[src/rtl/uart_cmd_engine.sv]
// Line-oriented UART command parser: "<cmd>[,<hex>...]" + CR/LF -> table match,
// hex argument decode, valid/ready dispatch, and an "OK xx" / "ER xx" reply.
module uart_cmd_engine #(
  parameter int MAX_CMD_LEN = 12,
  parameter int NUM_CMDS    = 4,
  parameter logic [NUM_CMDS*MAX_CMD_LEN*8-1:0] CMD_TABLE =
    {"pb_i_write  ", "pb_i_read   ", "pb_reset    ", "status      "},
  parameter int MAX_ARGS    = 4,
  parameter int ARG_WIDTH   = 16
) (
  input  logic                             clock,
  input  logic                             reset_n,
  input  logic                             rx_fifo_empty,
  input  logic [7:0]                       rx_fifo_data_out,
  output logic                             rx_fifo_read_en,
  input  logic                             tx_fifo_full,
  output logic [7:0]                       tx_fifo_data_in,
  output logic                             tx_fifo_write_en,
  output logic                             cmd_valid,
  input  logic                             cmd_ready,
  output logic [$clog2(NUM_CMDS)-1:0]      cmd_id,
  output logic [$clog2(MAX_ARGS+1)-1:0]    cmd_arg_count,
  output logic [MAX_ARGS*ARG_WIDTH-1:0]    cmd_args,
  input  logic                             done_valid,
  input  logic [7:0]                       done_status,
  input  logic [7:0]                       done_data,
  output logic                             busy
);

  localparam int LEN_W = $clog2(MAX_CMD_LEN + 1);
  localparam int ID_W  = $clog2(NUM_CMDS);
  localparam int CNT_W = $clog2(MAX_ARGS + 1);
  localparam int DIGS  = ARG_WIDTH / 4;
  localparam int DIG_W = $clog2(DIGS + 1);

  typedef enum logic [2:0] {RX_CMD, RX_ARG, DISCARD, DISPATCH, WAIT_DONE, RESP} state_t;

  state_t                 state, state_nx;
  logic [7:0]             cmd_buf [MAX_CMD_LEN];
  logic [LEN_W-1:0]       cmd_len;
  logic [ARG_WIDTH-1:0]   args_q [MAX_ARGS];
  logic [CNT_W-1:0]       arg_idx;
  logic [DIG_W-1:0]       dig_cnt;
  logic                   resp_err;
  logic [7:0]             resp_val;
  logic [2:0]             tx_idx;
  logic                   err_set;
  logic [7:0]             err_nx;
  logic                   is_term, is_sep, is_hex;
  logic [3:0]             nib;
  logic [MAX_CMD_LEN*8-1:0] buf_word;
  logic                   match_any;
  logic [ID_W-1:0]        match_id;

  function automatic logic hex_digit(input logic [7:0] b);
    return (b >= "0" && b <= "9") || (b >= "A" && b <= "F") || (b >= "a" && b <= "f");
  endfunction

  function automatic logic [3:0] hex_nibble(input logic [7:0] b);
    logic [7:0] t;
    if (b <= "9")      t = b - 8'h30;
    else if (b <= "F") t = b - 8'h37;
    else               t = b - 8'h57;
    return t[3:0];
  endfunction

  function automatic logic [7:0] hex_char(input logic [3:0] n);
    return (n < 4'd10) ? (8'h30 + {4'h0, n}) : (8'h37 + {4'h0, n});
  endfunction

  assign is_term = (rx_fifo_data_out == 8'h0D) || (rx_fifo_data_out == 8'h0A);
  assign is_sep  = (rx_fifo_data_out == ",");
  assign is_hex  = hex_digit(rx_fifo_data_out);
  assign nib     = hex_nibble(rx_fifo_data_out);

  // Buffer is kept space-filled, so it compares directly against padded entries.
  always_comb begin
    buf_word  = '0;
    match_any = 1'b0;
    match_id  = '0;
    for (int i = 0; i < MAX_CMD_LEN; i++)
      buf_word[(MAX_CMD_LEN-i)*8-1 -: 8] = cmd_buf[i];
    for (int e = NUM_CMDS - 1; e >= 0; e--)
      if (buf_word == CMD_TABLE[(NUM_CMDS-e)*MAX_CMD_LEN*8-1 -: MAX_CMD_LEN*8]) begin
        match_any = 1'b1;
        match_id  = ID_W'(e);
      end
  end

  always_ff @(posedge clock or negedge reset_n) begin
    if (!reset_n) state <= RX_CMD;
    else          state <= state_nx;
  end

  always_comb begin
    state_nx = state;
    err_set  = 1'b0;
    err_nx   = 8'h00;
    case (state)
      RX_CMD: if (rx_fifo_read_en) begin
        if (is_term || is_sep) begin
          if (is_term && cmd_len == '0) begin
            state_nx = RX_CMD;
          end else if (!match_any) begin
            err_set  = 1'b1;
            err_nx   = 8'h01;
            state_nx = is_sep ? DISCARD : RESP;
          end else begin
            state_nx = is_sep ? RX_ARG : DISPATCH;
          end
        end else if (cmd_len == LEN_W'(MAX_CMD_LEN)) begin
          err_set  = 1'b1;
          err_nx   = 8'h05;
          state_nx = DISCARD;
        end
      end
      RX_ARG: if (rx_fifo_read_en) begin
        if (is_hex) begin
          if (dig_cnt == DIG_W'(DIGS)) begin
            err_set  = 1'b1;
            err_nx   = 8'h04;
            state_nx = DISCARD;
          end
        end else if (is_sep || is_term) begin
          if (dig_cnt == '0) begin
            err_set = 1'b1;
            err_nx  = 8'h02;
          end else if (arg_idx == CNT_W'(MAX_ARGS)) begin
            err_set = 1'b1;
            err_nx  = 8'h03;
          end
          if (err_set)      state_nx = is_term ? RESP : DISCARD;
          else if (is_term) state_nx = DISPATCH;
        end else begin
          err_set  = 1'b1;
          err_nx   = 8'h02;
          state_nx = DISCARD;
        end
      end
      DISCARD:   if (rx_fifo_read_en && is_term) state_nx = RESP;
      DISPATCH:  if (cmd_ready) state_nx = WAIT_DONE;
      WAIT_DONE: if (done_valid) state_nx = RESP;
      RESP:      if (!tx_fifo_full && tx_idx == 3'd6) state_nx = RX_CMD;
      default:   state_nx = RX_CMD;
    endcase
  end

  // Pops are registered one cycle ahead; the self-clearing term forces the gap cycle.
  always_ff @(posedge clock or negedge reset_n) begin
    if (!reset_n) rx_fifo_read_en <= 1'b0;
    else          rx_fifo_read_en <= !rx_fifo_read_en && !rx_fifo_empty &&
                                     (state_nx inside {RX_CMD, RX_ARG, DISCARD});
  end

  always_ff @(posedge clock or negedge reset_n) begin
    if (!reset_n) begin
      for (int k = 0; k < MAX_CMD_LEN; k++) cmd_buf[k] <= 8'h20;
      for (int k = 0; k < MAX_ARGS; k++)    args_q[k]  <= '0;
      cmd_len       <= '0;
      arg_idx       <= '0;
      dig_cnt       <= '0;
      cmd_id        <= '0;
      cmd_arg_count <= '0;
      resp_err      <= 1'b0;
      resp_val      <= 8'h00;
      tx_idx        <= 3'd0;
    end else begin
      if (err_set) begin
        resp_err <= 1'b1;
        resp_val <= err_nx;
      end
      case (state)
        RX_CMD: if (rx_fifo_read_en) begin
          if (!is_term && !is_sep) begin
            if (cmd_len != LEN_W'(MAX_CMD_LEN)) begin
              for (int k = 0; k < MAX_CMD_LEN; k++)
                if (cmd_len == LEN_W'(k)) cmd_buf[k] <= rx_fifo_data_out;
              cmd_len <= cmd_len + LEN_W'(1);
            end
          end else if (match_any) begin
            cmd_id        <= match_id;
            cmd_arg_count <= '0;
          end
        end
        RX_ARG: if (rx_fifo_read_en) begin
          if (is_hex && dig_cnt != DIG_W'(DIGS)) begin
            // Digits of an over-limit argument are counted but never stored.
            for (int k = 0; k < MAX_ARGS; k++)
              if (arg_idx == CNT_W'(k)) args_q[k] <= {args_q[k][ARG_WIDTH-5:0], nib};
            dig_cnt <= dig_cnt + DIG_W'(1);
          end else if (is_sep && state_nx == RX_ARG) begin
            arg_idx <= arg_idx + CNT_W'(1);
            dig_cnt <= '0;
          end else if (is_term && state_nx == DISPATCH) begin
            cmd_arg_count <= arg_idx + CNT_W'(1);
          end
        end
        WAIT_DONE: if (done_valid) begin
          resp_err <= (done_status != 8'h00);
          resp_val <= (done_status != 8'h00) ? done_status : done_data;
        end
        RESP: if (!tx_fifo_full) begin
          if (tx_idx == 3'd6) begin
            for (int k = 0; k < MAX_CMD_LEN; k++) cmd_buf[k] <= 8'h20;
            for (int k = 0; k < MAX_ARGS; k++)    args_q[k]  <= '0;
            cmd_len       <= '0;
            arg_idx       <= '0;
            dig_cnt       <= '0;
            cmd_id        <= '0;
            cmd_arg_count <= '0;
            resp_err      <= 1'b0;
            resp_val      <= 8'h00;
            tx_idx        <= 3'd0;
          end else begin
            tx_idx <= tx_idx + 3'd1;
          end
        end
        default: ;
      endcase
    end
  end

  always_comb begin
    cmd_valid        = (state == DISPATCH);
    busy             = !(state == RX_CMD && cmd_len == '0);
    tx_fifo_write_en = (state == RESP) && !tx_fifo_full;
    tx_fifo_data_in  = 8'h00;
    if (state == RESP) begin
      case (tx_idx)
        3'd0:    tx_fifo_data_in = resp_err ? "E" : "O";
        3'd1:    tx_fifo_data_in = resp_err ? "R" : "K";
        3'd2:    tx_fifo_data_in = " ";
        3'd3:    tx_fifo_data_in = hex_char(resp_val[7:4]);
        3'd4:    tx_fifo_data_in = hex_char(resp_val[3:0]);
        3'd5:    tx_fifo_data_in = 8'h0D;
        default: tx_fifo_data_in = 8'h0A;
      endcase
    end
  end

  always_comb begin
    cmd_args = '0;
    for (int k = 0; k < MAX_ARGS; k++)
      cmd_args[k*ARG_WIDTH +: ARG_WIDTH] = args_q[k];
  end

endmodule

[config.mk]
export PLATFORM = sky130hd
export DESIGN_NAME = uart_cmd_engine
export DESIGN_NICKNAME = d
export VERILOG_FILES = /design/src/rtl/uart_cmd_engine.sv
export SDC_FILE = /design/constraint.sdc
export NUM_CORES = 1
export LEC_CHECK = 0
export BUFFER_PORTS_ARGS = -buffer_cell sky130_fd_sc_hd__buf_2
export CORE_MARGIN = 2
export CORE_UTILIZATION = 50
export DETAILED_ROUTE_END_ITERATION = 8
export GPL_TIMING_DRIVEN = 0
export PLACE_DENSITY = 0.7
export SETUP_SLACK_MARGIN = 0.3
export SLEW_MARGIN = 20
export SYNTH_ARGS = -nofsm -noshare
export SYNTH_HDL_FRONTEND = slang
export SYNTH_SLANG_ARGS = --single-unit
[constraint.sdc]
create_clock -name clock -period 8.45 [get_ports clock]
set_clock_uncertainty 0.15 [all_clocks]
set_input_delay 1.69 -clock clock [delete_from_list [all_inputs] [get_ports clock]]
set_output_delay 1.69 -clock clock [all_outputs]
set_load 0.02 [all_outputs]
==> qor.csv, run 1 <==
stage,metric,value,unit
synthesis,largest cells by area after synthesis,"dfrtp_1 48%, o21ai_0 7.7%, nand2_1 6.5%",
worst_setup_path,cell family with most CP delay,buffers and inverters,
placement,gpl congestion,0.929,
timing,final-report hold violation count,0,
synthesis,Yosys warning total,0,
timing,RSZ-0062 raised after global routing,no,
power_and_ir_drop,Pint,1.97,mW
clock_tree,TritonCTS clock tree,built,
die,Die Ht,141,µm
synthesis,Yosys reg bits,191,
power_and_ir_drop,pwr/cell area,288,nW/µm²
grt,first-pass GRT wire length,39400,µm
worst_setup_path,"slowest stage delay, CP",0.58,ns
power_and_ir_drop,switching pwr,1.14,mW
routing,routed len/inst,17.0,µm
die,I/O pins,111,
worst_setup_path,Slowest cell on crit path,buf_1,
timing,setup TNS,0,ns
final_layout,most frequent cells in the layout,"179 x dfrtp_1, 161 x nand2_1, 144 x o21ai_0",
power_and_ir_drop,clock group share of total power,24.3,%
routing,via total after detailed routing,7925,
synthesis,syn_nets,1071,
timing,Final Max Tran Viols,0,
timing,crit path time final,5.06,ns
synthesis,sequential area share after synthesis,51.2,%
timing,Final period util,59.9,%
power_and_ir_drop,Sw Ratio,36.8,%
clock_tree,Worst-path clk slew,0.07,ns
clock_tree,CTS Sinks,191,
grt,largest net degree at the start of global routing,78,
hold_path,Worst Hold Class,reg -> reg,
synthesis,Synth Cell Area,9360,µm²
power_and_ir_drop,peak supply drop,0.000181,V
clock_tree,post-CTS setup repair buffer count,0,
die,Die X,141,µm
worst_setup_path,Max Fanout on Critical Path,10,
worst_setup_path,crit path launch type,flop,
clock_tree,Clock Latency Late Sink,0.44,ns
grt,GR Util All Layers,24.9,%
power_and_ir_drop,Overall Power,3.11,mW
power_and_ir_drop,Sequential Power Share,47.5,%
routing,DRT iter0 DRCs,622,
synthesis,post-synth top area share,47.8,%
worst_setup_path,"Arr. time, crit path",3.22,ns
timing,FMAX,198,MHz
routing,drt pass-1 iters,9,
final_layout,"commonest non-fill, non-tap cell in the layout",dfrtp_1,
synthesis,Syn Area/Cell,9.18,µm²
synthesis,share of flip-flops with an asynchronous set or reset,100,%
die,Starting Density,50.6,%
grt,vias in the first global route,7595,
worst_setup_path,CP Capture Type,primary output,
timing,hold_ws,0.316,ns
clock_tree,CTS H-tree depth,4,
die,die area,19800,µm²
routing,via density per instance,5.68,
routing,DRT antenna net count,0,
worst_setup_path,cell breakdown of the critical path,buf_2 -> nand3b_1 -> clkbuf_1 -> buf_1 -> clkbuf_1 -> a31oi_1 -> buf_2,
synthesis,"EDFF count, synth",0,
clock_tree,post-cts resize count,0,
worst_setup_path,CP required,6.61,ns
worst_setup_path,Worst Path Buf+Inv,5,
synthesis,Synth Flop Type,dfrtp_1,
power_and_ir_drop,logic gate share of total power,28.2,%
clock_tree,Root Driver,clkbuf_16,
die,Core Region,18500,µm²
timing,Slew headroom,51.9,%
final_layout,Final #Nets,1199,
routing,overall routed net length,23800,µm
placement,placed wire-length estimate,16700,µm
synthesis,post-synthesis cell count,1020,
worst_setup_path,Crit Path Category,reg -> out,
synthesis,Yosys top cell by area,dfrtp_1,
final_layout,area grow syn2layout,15.3,%
placement,# port buffers,107,
job,Max Cap Viol,0,
die,Row Count,50,
clock_tree,Hold Buf Count CTS,0,
clock_tree,CTS Buf Count,17,
timing,setup violation total in the final timing report,0,
grt,antenna violations before repair,3,
final_layout,ratio of cells with drive above 1 in the final layout,17.5,%
grt,total global routing overflow,0,
clock_tree,CTS max path bufs,2,
timing,Worst Tran Pin Value,0.716,ns
outcome,status,completed,
routing,# DRC,0,
synthesis,post-synthesis cell type count,75,
power_and_ir_drop,Leak,5.04,nW
[per-stage QoR]
stage,util (%),instances,worst slack [ns],instance area (µm²)
2_1_floorplan,-,1020,4.48,9360
3_3_place_gp,55.0,1361,2.36,10200
3_5_place_dp,55.4,1363,3.85,10300
4_1_cts,58.3,1395,3.38,10800
5_1_grt,58.3,1395,3.16,10800
6_report,58.3,1396,3.39,10800
[sequential cells by signal, indices dropped and copies added, names as in the netlist]
name and cells:
arg_idx 3, rx_fifo_read_en 1, buf_word 96, tx_idx 3
cmd_args 64, state 3, cmd_arg_count 3, cmd_len 4
dig_cnt 3, cmd_id 2, resp_err 1, resp_val 8
[cells by family (layout without fill, tap and decap cells)]
kind of cell / Yosys count / count (layout) / synth area share, %
compound gates: 271 / 271 / 16.9
xor+xnor: 6 / 6 / 0.561
fa+ha+maj: 21 / 21 / 2.81
buf+inv: 128 / 269 / 5.43
flops: 191 / 191 / 51.2
mux: 17 / 17 / 2.04
other cells: 1 / 2 / 0.0401
simple gates: 385 / 385 / 21.0
[cell usage after synthesis, drive strengths merged, types with 4 or more instances]
cell type	count
dfrtp	179
nand2	161
o21ai	148
nand3	68
inv	62
a21oi	52
clkbuf	50
nor2	46
ha	21
o31ai	17
buf	16
mux2	14
nor3	14
nor2b	13
or3	13
dfstp	12
nor4	11
nor4b	11
a31oi	10
nand4	10
nor4bb	8
a31o	5
o211ai	5
xnor2	5
and2	4
and3	4
nand2b	4
[area by class of cell]
type | count | area (µm²)
Antenna cell | 1 | 2.50
Buffer | 66 | 275
Clock buffer | 18 | 429
Clock inverter | 14 | 111
Fill cell | 1643 | 7720
Inverter | 62 | 233
Multi-Input combinational cell | 701 | 4060
Sequential cell | 191 | 4790
Tap cell | 234 | 293
Timing Repair Buffer | 109 | 601
[path summary, 6_finish.rpt]
kind	from	to	slack (ns)	cells past startpoint
worst max-delay path	state[2]	tx_fifo_data_in[3]	3.39	7
worst min-delay path	cmd_args[13]	cmd_args[13]	0.32	2
worst max register to register	buf_word[37]	arg_idx[0]	4.69	10
worst min register to register	cmd_args[13]	cmd_args[13]	0.32	2
max in group asynchronous	reset_n	buf_word[45]	6.43	2
min in group asynchronous	reset_n	buf_word[8]	0.99	1
[worst min-delay path, cell delays in order (launching register included)]
cell     delay [ns]
dfrtp_1        0.34
nand2_1        0.05
nand2_1        0.05
[power groups by stage]
stage / sequential [mW] / combinational, mW / clock [mW]
6_report: 1.48 / 0.876 / 0.755
2_1_floorplan: 1.51 / 0.550 / 0
3_5_place_dp: 1.48 / 0.878 / 0
3_3_place_gp: 1.48 / 0.845 / 0
4_1_cts: 1.47 / 0.880 / 0.771
5_1_grt: 1.52 / 1.00 / 0.803
[metal layers]
metal,wire [µm],global-route usage (%),part of all wire [%],vias up
met3,1600,6.86,6.7,39
met1,11100,36.4,46,3813
met5,22,0,0.092,-
li1,-,-,-,3824
met4,331,6.42,1.4,4
met2,10800,37.0,45,245
No activity file was read; power rests on OpenSTA's default activity.
==> run 2: changes to the inputs <==
- ABC_AREA: not set -> 1
- clock period: 8.45 -> 5.25 ns (I/O delays scaled with it)
==> run 2 against run 1 <==
Sequential cell count unchanged; global-route usage down 1.3 points; worst setup slack lost 2.0 ns; power grew 120%; sequential share of layout area down 3.3 points; combinational power grew to 3.4 times the previous value; clock power increased by 81%; synthesized cell count rose by 24%; largest cell class unchanged; highest routed layer unchanged.
==> qor.csv, run 2 <==
stage,metric,value,unit
die,Row Count,51,
routing,# DRC,0,
routing,overall routed net length,24700,µm
synthesis,largest cells by area after synthesis,"dfrtp_1 44%, nand2_1 12%, inv_1 5.6%",
timing,Final period util,73.5,%
final_layout,number of diodes,0,
routing,via density per instance,5.17,
worst_setup_path,CP dominant cell by count,buf_2,
job,Max Cap Viol,0,
routing,DRT antenna net count,0,
synthesis,syn_nets,1316,
clock_tree,CTS Buf Count,17,
clock_tree,Root Driver,clkbuf_16,
clock_tree,post-CTS setup repair buffer count,0,
synthesis,sequential area share after synthesis,47.6,%
worst_setup_path,CP Capture Type,primary output,
worst_setup_path,"Arr. time, crit path",2.66,ns
worst_setup_path,r2r worst-path depth,22,
grt,met2 Track Usage GR,37.8,%
power_and_ir_drop,peak supply drop,0.000366,V
clock_tree,Worst-path clk slew,0.08,ns
final_layout,Largest register FFs,96,
synthesis,share of flip-flops with an asynchronous set or reset,100,%
synthesis,post-synthesis cell count,1265,
final_layout,post-route insts no fill,1672,
grt,grt met3 use,5.77,%
grt,vias in the first global route,8185,
timing,Final Max Tran Viols,0,
synthesis,Synth Flop Type,dfrtp_1,
placement,Post-Place Setup Slack,1.86,ns
grt,Most Crowded Layer GR,met2,
die,I/O pins,111,
outcome,status,completed,
synthesis,most frequent cells after synthesis,"311 x nand2_1, 179 x dfrtp_1, 150 x inv_1",
clock_tree,TritonCTS clock tree,built,
worst_setup_path,CP required,4.05,ns
placement,Placed Cells,1640,
final_layout,"commonest non-fill, non-tap cell in the layout",nand2_1,
synthesis,Yosys top cell by area,dfrtp_1,
timing,Slew headroom,44.1,%
die,Core Region,19600,µm²
clock_tree,Hold Buf Count CTS,0,
worst_setup_path,r2r setup slk,2.30,ns
worst_setup_path,Max Fanout on Critical Path,10,
timing,FMAX,259,MHz
synthesis,post-synth top area share,44.5,%
timing,final-report hold violation count,0,
placement,# port buffers,108,
placement,gpl congestion,0.908,
grt,first-pass GRT wire length,40900,µm
clock_tree,Clock Latency Late Sink,0.44,ns
grt,largest net degree at the start of global routing,89,
hold_path,Worst Hold Class,in -> async,
final_layout,ratio of cells with drive above 1 in the final layout,17.8,%
final_layout,most frequent cells in the layout,"311 x nand2_1, 179 x dfrtp_1, 150 x inv_1",
clock_tree,post-cts resize count,0,
synthesis,Yosys warning total,0,
die,die area,21300,µm²
timing,crit path time final,3.86,ns
die,Die X,146,µm
worst_setup_path,Crit Path Category,reg -> out,
timing,setup TNS,0,ns
synthesis,Syn Area/Cell,7.96,µm²
routing,DRT iter0 DRCs,567,
final_layout,area grow syn2layout,15.7,%
synthesis,most numerous cell in the Yosys netlist,nand2_1,
die,Die Ht,146,µm
grt,M1 GR Usage,32.5,%
routing,routed len/inst,14.8,µm
routing,via total after detailed routing,8648,
worst_setup_path,crit path launch type,flop,
worst_setup_path,cell breakdown of the critical path,inv_4 -> nor2_8 -> inv_2 -> buf_4 -> buf_6 -> buf_2 -> buf_2 -> a41oi_1 -> buf_2,
synthesis,post-synthesis cell type count,50,
timing,Worst Tran Pin Value,0.839,ns
grt,total global routing overflow,0,
power_and_ir_drop,Leak,5.90,nW
clock_tree,CTS Sinks,191,
final_layout,Final #Nets,1445,
synthesis,Synth Cell Area,10100,µm²
placement,placed wire-length estimate,17900,µm
worst_setup_path,"slowest stage delay, CP",0.59,ns
timing,worst setup margin,1.39,ns
power_and_ir_drop,Overall Power,6.97,mW
synthesis,Yosys reg bits,191,
synthesis,"EDFF count, synth",0,
clock_tree,CTS H-tree depth,4,
clock_tree,CTS max path bufs,2,
worst_setup_path,Slowest cell on crit path,dfrtp_1,
die,Starting Density,51.4,%
timing,RSZ-0062 raised after global routing,no,
grt,antenna violations before repair,1,
grt,GR Util All Layers,23.6,%
power_and_ir_drop,pwr/cell area,598,nW/µm²
timing,setup violation total in the final timing report,0,
routing,drt pass-1 iters,5,
==> run 2: final cells by class <==
cell class                      instances  area [µm²]
Inverter                              162         611
Buffer                                 41         298
Clock buffer                           17         425
Clock inverter                         15         223
Multi-Input combinational cell        871        4360
Tap cell                              265         332
Sequential cell                       191        4790
Fill cell                            1761        7940
Timing Repair Buffer                  110         606
==> run 2: worst paths after layout <==
| kind | endpoint | from |
|---|---|---|
| hold / removal | buf_word[44] | reset_n |
| hold reg to reg | cmd_arg_count[1] | cmd_arg_count[1] |
| setup / recovery | tx_fifo_data_in[3] | state[2] |
| min in group clock | cmd_arg_count[1] | cmd_arg_count[1] |
| setup reg to reg | arg_idx[0] | buf_word[5] |
| max in group asynchronous | cmd_arg_count[0] | reset_n |
==> run 2: per-stage QoR <==
stage | hold slack, ns | util (%) | instance area (µm²)
2_1_floorplan | 0.299 | - | 10100
3_3_place_gp | 0.305 | 55.8 | 10900
3_5_place_dp | 0.304 | 56.2 | 11000
4_1_cts | 0.266 | 59.5 | 11700
5_1_grt | 0.266 | 59.5 | 11700
6_report | 0.268 | 59.5 | 11700
==> run 2: routing by layer <==
metal | up-vias | routed length (µm)
li1 | 4346 | -
met1 | 4102 | 11400
met2 | 174 | 11500
met3 | 24 | 1480
met4 | 2 | 313
met5 | - | 13
==> run 2: power breakdown <==
part	leakage (nW)	internal [mW]	switching (mW)
Combinational	3.19	1.06	1.90
Clock	0.305	0.668	0.704
Sequential	2.41	2.16	0.485
==> run 2: kinds of logic after synthesis <==
kind of cell | count (synthesis) | share of synthesized area, %
buf+inv | 203 | 9.02
flops | 191 | 47.6
xor+xnor | 3 | 0.261
other cells | 1 | 0.0372
simple gates | 597 | 26.2
fa+ha+maj | 21 | 2.61
mux | 16 | 1.79
compound gates | 233 | 12.5
==> run 2: critical path, delay by kind of cell (launching register included) <==
family	cells	cell delay, ns
buf+inv	7	1.17
flops	1	0.59
simple gates	1	0.24
compound gates	1	0.20
